<file path="src/rtl/bcd2bin.sv">
// Iterative BCD-to-binary converter (reverse double-dabble), one bit per clock.
// Accepts a packed BCD word via new_data/new_ack and presents an N-bit result with done.
module bcd2bin #(
  parameter int N = 16,
  parameter int M = 20
) (
  input  logic         clk,
  input  logic         rst,
  input  logic [M-1:0] data_in,
  input  logic         new_data,
  output logic         new_ack,
  output logic [N-1:0] data_out,
  output logic         done,
  output logic         bad_digit,
  output logic         overflow
);

  localparam int D  = M / 4;
  localparam int CW = $clog2(N + 1);

  typedef enum logic [1:0] {
    IDLE,
    BUSY,
    DONE
  } state_t;

  state_t         state;
  state_t         state_next;

  logic [M-1:0]   bcd_reg;
  logic [N-1:0]   bin_reg;
  logic [CW-1:0]  cnt;

  logic [M-1:0]   bcd_step;
  logic [N-1:0]   bin_step;
  logic           accept;
  logic           last_step;
  logic           any_bad;

  // Per-digit correction after the right shift: digits >= 8 lose 3, no inter-digit carry.
  function automatic logic [M-1:0] fix_digits(input logic [M-1:0] v);
    logic [M-1:0] r;
    r = v;
    for (int unsigned i = 0; i < D; i++) begin
      if (v[4*i +: 4] >= 4'd8) begin
        r[4*i +: 4] = v[4*i +: 4] - 4'd3;
      end
    end
    return r;
  endfunction

  always_comb begin
    bin_step = {bcd_reg[0], bin_reg[N-1:1]};
    bcd_step = fix_digits(bcd_reg >> 1);
  end

  always_comb begin
    any_bad = 1'b0;
    for (int unsigned i = 0; i < D; i++) begin
      if (data_in[4*i +: 4] > 4'd9) begin
        any_bad = 1'b1;
      end
    end
  end

  assign accept    = new_data && new_ack;
  assign last_step = (state == BUSY) && (cnt == CW'(N - 1));

  // State register
  always_ff @(posedge clk) begin
    if (rst) begin
      state <= IDLE;
    end else begin
      state <= state_next;
    end
  end

  // Next-state logic
  always_comb begin
    state_next = state;
    case (state)
      IDLE:    if (accept) state_next = BUSY;
      BUSY:    if (last_step) state_next = DONE;
      DONE:    if (accept) state_next = BUSY;
      default: state_next = IDLE;
    endcase
  end

  // Output logic
  always_comb begin
    new_ack = (state != BUSY);
  end

  // Datapath; the residual left in bcd_reg after N steps is floor(value / 2^N).
  always_ff @(posedge clk) begin
    if (rst) begin
      bcd_reg   <= '0;
      bin_reg   <= '0;
      cnt       <= '0;
      data_out  <= '0;
      done      <= 1'b0;
      bad_digit <= 1'b0;
      overflow  <= 1'b0;
    end else if (accept) begin
      bcd_reg   <= data_in;
      bin_reg   <= '0;
      cnt       <= '0;
      bad_digit <= any_bad;
      done      <= 1'b0;
      overflow  <= 1'b0;
    end else if (state == BUSY) begin
      bcd_reg <= bcd_step;
      bin_reg <= bin_step;
      cnt     <= cnt + CW'(1);
      if (last_step) begin
        data_out <= bin_step;
        overflow <= |bcd_step;
        done     <= 1'b1;
      end
    end
  end

endmodule
</file>
<file path="config.mk">
export PLATFORM = sky130hd
export DESIGN_NAME = bcd2bin
export DESIGN_NICKNAME = d
export VERILOG_FILES = /design/src/rtl/bcd2bin.sv
export SDC_FILE = /design/constraint.sdc
export NUM_CORES = 1
export LEC_CHECK = 0
export ABC_AREA = 1
export BUFFER_PORTS_ARGS = -buffer_cell sky130_fd_sc_hd__buf_2
export CAP_MARGIN = 10
export CORE_ASPECT_RATIO = 1.4
export CORE_MARGIN = 3
export CORE_UTILIZATION = 61
export DETAILED_ROUTE_END_ITERATION = 8
export GPL_TIMING_DRIVEN = 1
export PLACE_DENSITY = 0.84
export SLEW_MARGIN = 10
export SYNTH_ARGS = -nofsm -noshare
export SYNTH_HDL_FRONTEND = slang
export SYNTH_SLANG_ARGS = --single-unit
</file>
<file path="constraint.sdc">
create_clock -name clk -period 2.8 [get_ports clk]
set_clock_uncertainty 0.15 [all_clocks]
set_input_delay 0.42 -clock clk [delete_from_list [all_inputs] [get_ports clk]]
set_output_delay 0.42 -clock clk [all_outputs]
set_load 0.02 [all_outputs]
</file>
==> results.toml, run 1 <==
[run_status]
run_status = "complete, no violations"

[power_and_ir_drop]
finalPower_mw = 1.898
power.static_leakage_nw = 1.441
power_frac_seq_pct = 48.0
comb_power_share_pct = 11.3
power_per_cell_area_nw_per_um2 = 576.4
internal_power_mw = 1.372
net_switching_power_uw = 526.4
power_switching_share_pct = 27.73
power_frac_clock_pct = 40.7
irDropWorstVdd_uv = 379.3

[setup_path]
timing.critical_path.buf_inv = 2
crit_type = "reg2out"
timing.critical_path.arrival_ns = 1.41
worst-path-max-fanout = 41
setup.worst_path.start_class = "flip-flop"
crit_family = "simple AND/OR/NAND/NOR gates"
worstSetupEndpointType = "primary output"
critical_path.slowest_cell = "sky130_fd_sc_hd__nand2_4"
critical_path.max_stage_delay_ns = 0.39
cp.required_ns = 2.23
crit_chain = "inv_1 > nand2_4 > buf_2"

[synth]
synth-seq-cells = 61
synth-warning-count = 0
synthXorXnorAreaFrac_pct = 1.196
synthMuxAreaShare_pct = 0
synth.cell_area_sq_um = 2929
synth_simple_gate_area_share_pct = 24.48
net_count_after_synthesis = 444
synth-adder-area-share_pct = 4.272
yosys.cell_types.count = 24
largest_family_of_logic_cells_by_synthesized_area = "simple AND/OR/NAND/NOR gates"
syn-mean-instance-area_sq_um = 7.127
syn_inst = 411
synth_compound_gate_area_share_pct = 16.70
seq_area_frac_synth_pct = 41.69

[clocking]
worstSkewPairLatency_ns = 0.34
clk_transition_reported_paths_ns = 0.07
postCtsResizedCells = 0
postCtsHoldBufs = 0
clock_tree_from_tritoncts = "built"
cts.root.buffer_cell = "sky130_fd_sc_hd__clkbuf_8"
cts.htree.levels = 3
cts_buffers = 9
clk_path_buf_depth = 2
cts_sinks = 61
post_cts.repair.setup_buffers = 0

[grt]
grt_first_pass_wirelength_um = 10230
maximum_number_of_pins_on_one_net_before_global_route_repair = 42
grt_use_total_pct = 23.12
antenna_found_initial = 0
globalRouteOverflowTotal = 0
grt_pass1_vias = 2430

[sta]
grt_setup_unrepaired = "no"
tightestPinTransition_ns = 0.6826
final_hold_viol_count = 0
maxClockFrequency_mhz = 506.3
timing.max_slew.rel_slack_pct = 54.39
timing.final.crit_period_ns = 1.975
layout_worst_path_cycle_share_pct = 70.55
finalWorstSetupSlack_ns = 0.8247
setup_total_negative_slack_ns = 0
maxSlewViolCount = 0
setup_viol_count_final = 0

[placed_design]
preCtsSetupSlack_ns = 0.8665
placer_congestion = 0.9128
dpl.hpwl_um = 4085
io_buffers = 42

[detailed_routing]
drt_pass1_iterations = 5
detailed_route_via_count = 2698
routed_wire_length_per_instance_um = 11.95
wirelength_um = 6140
drt_iter0_markers = 181
routed_via_density = 5.249
final_antenna_net_count = 0
drc = 0

[cells_and_area]
commonest_non_fill_non_tap_cell_in_the_layout = "sky130_fd_sc_hd__nand2_1"
largest_register_ff_count = 20
finish.net_count = 480
layout-area-overhead-vs-synth_pct = 12.43
drive_above_1_share_pct = 14.82
diodes = 0
layout.filler_cells = 419
layout_common_cells = "103 x sky130_fd_sc_hd__nand2_1, 61 x sky130_fd_sc_hd__dfxtp_1, 53 x sky130_fd_sc_hd__a21oi_1, 49 x sky130_fd_sc_hd__inv_1, 42 x sky130_fd_sc_hd__buf_2"

[floorplanning]
die_w_um = 64.57
num_io_pins = 43
core_area_sq_um = 4572
area_of_the_die_sq_um = 5681
start_util_pct = 64.07
fp.dieH_um = 87.99
placementRows = 29

[hold_path]
worst_hold_check_path_type = "in2reg"

[job]
timing.max_cap.violations = 0
-- tightest hold or removal path, cell delays in order --
cell and delay (ns):
sky130_fd_sc_hd__buf_2 0.10, sky130_fd_sc_hd__nand2_1 0.06, sky130_fd_sc_hd__a21oi_1 0.06
-- through the flow --
step | cell area [sq um] | cells | util (%) | hold slack, ns
floorplan | 2929 | 411 | - | 0.2888
global placement | 3095 | 498 | 67.71 | 0.2889
detailed placement | 3095 | 498 | 67.71 | 0.3020
CTS | 3293 | 514 | 72.03 | 0.1904
global route | 3293 | 514 | 72.03 | 0.2026
finish | 3293 | 514 | 72.03 | 0.2028
-- Yosys cell counts --
master,count,share of area [%]
sky130_fd_sc_hd__nor3_1,4,0.68
sky130_fd_sc_hd__nor2_1,35,4.5
sky130_fd_sc_hd__inv_1,49,6.3
sky130_fd_sc_hd__buf_4,2,0.51
sky130_fd_sc_hd__xor2_1,4,1.2
sky130_fd_sc_hd__clkbuf_1,4,0.51
sky130_fd_sc_hd__o21ai_1,11,1.9
sky130_fd_sc_hd__nand2_4,2,0.77
sky130_fd_sc_hd__o21a_1,1,0.26
sky130_fd_sc_hd__inv_4,1,0.21
sky130_fd_sc_hd__o21ai_0,13,2.2
sky130_fd_sc_hd__inv_2,2,0.26
sky130_fd_sc_hd__a21oi_1,53,9.1
sky130_fd_sc_hd__dfxtp_1,61,42
sky130_fd_sc_hd__o221ai_1,2,0.60
sky130_fd_sc_hd__or2_0,1,0.21
sky130_fd_sc_hd__nand2_1,103,13
sky130_fd_sc_hd__buf_2,7,1.2
sky130_fd_sc_hd__buf_6,7,2.7
sky130_fd_sc_hd__o22ai_1,9,1.9
sky130_fd_sc_hd__nand3_1,26,4.4
sky130_fd_sc_hd__ha_1,10,4.3
sky130_fd_sc_hd__o211ai_1,3,0.77
sky130_fd_sc_hd__nand2_8,1,0.68
-- cell families after synthesis --
logic type	count (synthesis)
adders and majority gates	10
DFF	61
AOI/OAI and AO/OA	92
buffers and inverters	72
xor gates and xnor gates	4
and+or+nand+nor	172
-- power groups by stage --
| stage | sequential (mW) | combinational [mW] | clock (mW) |
|---|---|---|---|
| after global routing | 0.914 | 0.245 | 0.822 |
| after floorplan | 0.928 | 0.174 | 0 |
| after detailed placement | 0.930 | 0.212 | 0 |
| after CTS | 0.911 | 0.214 | 0.780 |
| final | 0.912 | 0.215 | 0.772 |
| after global placement | 0.929 | 0.209 | 0 |
-- area by class of cell --
type                    count  area [sq um]  share of cell area [%]
multi-input cells         278          1366                   41.49
flip-flops and latches     61          1221                   37.08
repair buffers             45         232.7                   7.067
inverters                  52         197.7                   6.003
clock buffers               9         123.9                   3.761
well taps                  62         77.57                   2.356
clock inverters             7         73.82                   2.242
-- per-layer routing --
metal / vias up / part of all wire (%) / GRT usage (%)
met1: 1194 / 42 / 26.35
met5: - / 0 / 0
li1: 1388 / - / -
met2: 104 / 50 / 39.94
met4: 0 / 2.1 / 11.35
met3: 12 / 6.2 / 6.162
-- worst paths after layout --
check | from | end | slack, ns | cells after the start
worst max register to register | state[1] | overflow | 0.84 | 7
worst min-delay path | data_in[19] | bcd_reg[19] | 0.20 | 3
worst min register to register | done | done | 0.31 | 2
worst max-delay path | state[1] | new_ack | 0.82 | 3
No activity file was read; power rests on OpenSTA's default activity.
==> inputs of run 2 (changes only) <==
- ABC_AREA: 1 -> 0
- CORE_UTILIZATION: 61 -> 56
- PLACE_DENSITY: 0.84 -> 0.79
- clock period: 2.8 -> 1.9 ns (I/O delays scaled with it)
==> results.toml, run 2 <==
[run_status]
run_status = "complete, no violations"

[sta]
timing.final.crit_period_ns = 1.825
final_hold_viol_count = 0
grt_setup_unrepaired = "no"
tightestPinTransition_ns = 0.3636
maxClockFrequency_mhz = 547.9
timing.max_slew.rel_slack_pct = 75.50
layout_worst_path_cycle_share_pct = 96.06
maxSlewViolCount = 0
setup_viol_count_final = 0
holdWs_ns = 0.1088

[grt]
grt_use_total_pct = 21.22
maximum_number_of_pins_on_one_net_before_global_route_repair = 53
grt_first_pass_wirelength_um = 10010
globalRouteOverflowTotal = 0
antenna_found_initial = 0
grt_pass1_vias = 2362

[detailed_routing]
drc = 0
routed_via_density = 5.381
final_antenna_net_count = 0
wirelength_um = 5730
drt_pass1_iterations = 4
routed_wire_length_per_instance_um = 12.99
detailed_route_via_count = 2373
drt_iter0_markers = 172

[cells_and_area]
drive_above_1_share_pct = 18.83
largest_register_ff_count = 20
diodes = 0
layout_common_cells = "72 x sky130_fd_sc_hd__nand2_1, 61 x sky130_fd_sc_hd__dfxtp_1, 42 x sky130_fd_sc_hd__buf_2, 41 x sky130_fd_sc_hd__a21oi_1, 24 x sky130_fd_sc_hd__nor2_1"
commonest_non_fill_non_tap_cell_in_the_layout = "sky130_fd_sc_hd__nand2_1"
finish.net_count = 405
layout-area-overhead-vs-synth_pct = 15.45
post_layout_nonfiller_instances = 441
final_cell_area_sq_um = 3272

[power_and_ir_drop]
irDropWorstVdd_uv = 589.8
power_per_cell_area_nw_per_um2 = 923.3
finalPower_mw = 3.021
power.static_leakage_nw = 1.385

[setup_path]
regToRegStartpoint = "bcd_reg[13]"
critical_path.max_stage_delay_ns = 0.33
setup.worst_path.start_class = "flip-flop"
worstSetupPathDepth = 4
worstSetupEndpointType = "primary output"
timing.critical_path.buf_inv = 3
cp.required_ns = 1.46
critPathCapture = "new_ack"
timing.critical_path.arrival_ns = 1.39
crit_family = "buffers and inverters"
rrSetupSlack_ns = 0.14
timing.rr.end = "overflow"
crit_type = "reg2out"
worst-path-max-fanout = 52
crit_path_start = "state[1]"
crit_chain = "and2b_4 > inv_4 > buf_12 > buf_2"
critical_path.slowest_cell = "sky130_fd_sc_hd__dfxtp_1"
worst_r2r_path_depth = 6

[synth]
syn-mean-instance-area_sq_um = 8.485
flip_flop_cell_with_the_highest_count_after_synthesis = "sky130_fd_sc_hd__dfxtp_1"
seq_area_frac_synth_pct = 43.09
synth_top_cell_area_share_pct = 43.09
synth_top_cells_by_area = "sky130_fd_sc_hd__dfxtp_1 43%, sky130_fd_sc_hd__nand2_1 9.5%, sky130_fd_sc_hd__a21oi_1 7.2%, sky130_fd_sc_hd__mux2i_1 7.1%, sky130_fd_sc_hd__a211oi_1 5.0%"
synth.cell_area_sq_um = 2834
yosys.cell_types.count = 34
postSynth.asyncResetShare_pct = 0
net_count_after_synthesis = 367
syn_inst = 334
synth-warning-count = 0
synth_enable_flop_cells = 0
synth_largest_area_cell = "sky130_fd_sc_hd__dfxtp_1"
synth_top_cells_by_count = "72 x sky130_fd_sc_hd__nand2_1, 61 x sky130_fd_sc_hd__dfxtp_1, 41 x sky130_fd_sc_hd__a21oi_1"
synth-seq-cells = 61
yosys.cell_count.top_type = "sky130_fd_sc_hd__nand2_1"

[clocking]
cts.htree.levels = 3
cts_sinks = 61
cts.root.buffer_cell = "sky130_fd_sc_hd__clkbuf_8"
clock_tree_from_tritoncts = "built"
clk_path_buf_depth = 2
clk_transition_reported_paths_ns = 0.07
worstSkewPairLatency_ns = 0.34
cts_buffers = 9

[placed_design]
placer_congestion = 0.7607
detailed_place.area_sq_um = 3047
io_buffers = 42
dpl.hpwl_um = 4016
placed_cells_incl_taps = 425

[floorplanning]
core_area_sq_um = 4880
die_w_um = 66.12
start_util_pct = 58.08
fp.dieH_um = 90.17
placementRows = 30
area_of_the_die_sq_um = 5962
num_io_pins = 43

[hold_path]
worst_hold_check_path_type = "in2reg"

[job]
timing.max_cap.violations = 0
-- run 2: logic make-up after synthesis --
group	count (synthesis)	share of synthesized area [%]
simple gates	118	17.79
buf+inv	35	7.108
mux	20	7.064
xor+xnor	12	3.709
fa+ha+maj	10	4.415
flops	61	43.09
compound gates	78	16.82
-- run 2: worst min path at each step --
stage                           start  slack, ns           to  depth (start not counted)
after floorplan              state[1]       0.28     state[1]                          2
after CTS                 data_in[19]       0.10  bcd_reg[19]                          3
final                     data_in[19]       0.11  bcd_reg[19]                          3
after detailed placement  data_out[6]       0.29  data_out[6]                          2
after global placement       state[1]       0.29     state[1]                          2
after global routing       data_in[8]       0.16   bcd_reg[8]                          3
-- run 2: final cells by class --
cell class	count	area, sq um
well taps	64	80.08
clock inverters	7	100.1
multi-input cells	238	1413
repair buffers	51	290.3
fillers	439	1608
inverters	11	43.79
flip-flops and latches	61	1221
clock buffers	9	123.9
-- run 2: metal layers --
layer	global-route usage, %	vias up	part of all wire [%]
met1	24.09	1120	43
met4	9.492	0	2.1
li1	-	1203	-
met3	4.125	11	3.5
met2	37.12	39	52
met5	0	-	0
-- run 2: worst register-to-register path: cells and delay by family (launching register included) --
| kind | cells | cell delay [ns] |
|---|---|---|
| fa+ha+maj | 1 | 0.33 |
| simple gates | 1 | 0.18 |
| flops | 1 | 0.47 |
| compound gates | 3 | 0.43 |
| buf+inv | 1 | 0.08 |
-- run 2: metrics by stage --
stage	utilization [%]	worst slack, ns	TNS (ns)
6_report	67.05	0.07485	0
3_5_place_dp	62.44	-0.05094	-0.4360
3_3_place_gp	62.44	0.04664	0
5_1_grt	67.05	0.002656	0
2_1_floorplan	-	0.2429	0
4_1_cts	67.05	0.05899	0
-- run 2: power by group --
part	internal (mW)	switching [mW]
combinational	0.159	0.190
sequential	1.33	0.0667
clock	0.741	0.536
-- run 2: repair_timing --
action,4_1_cts,5_1_grt
setup buffers,0,0
hold buffers,0,0
setup endpoints to repair,17,0
resized for setup,1,0
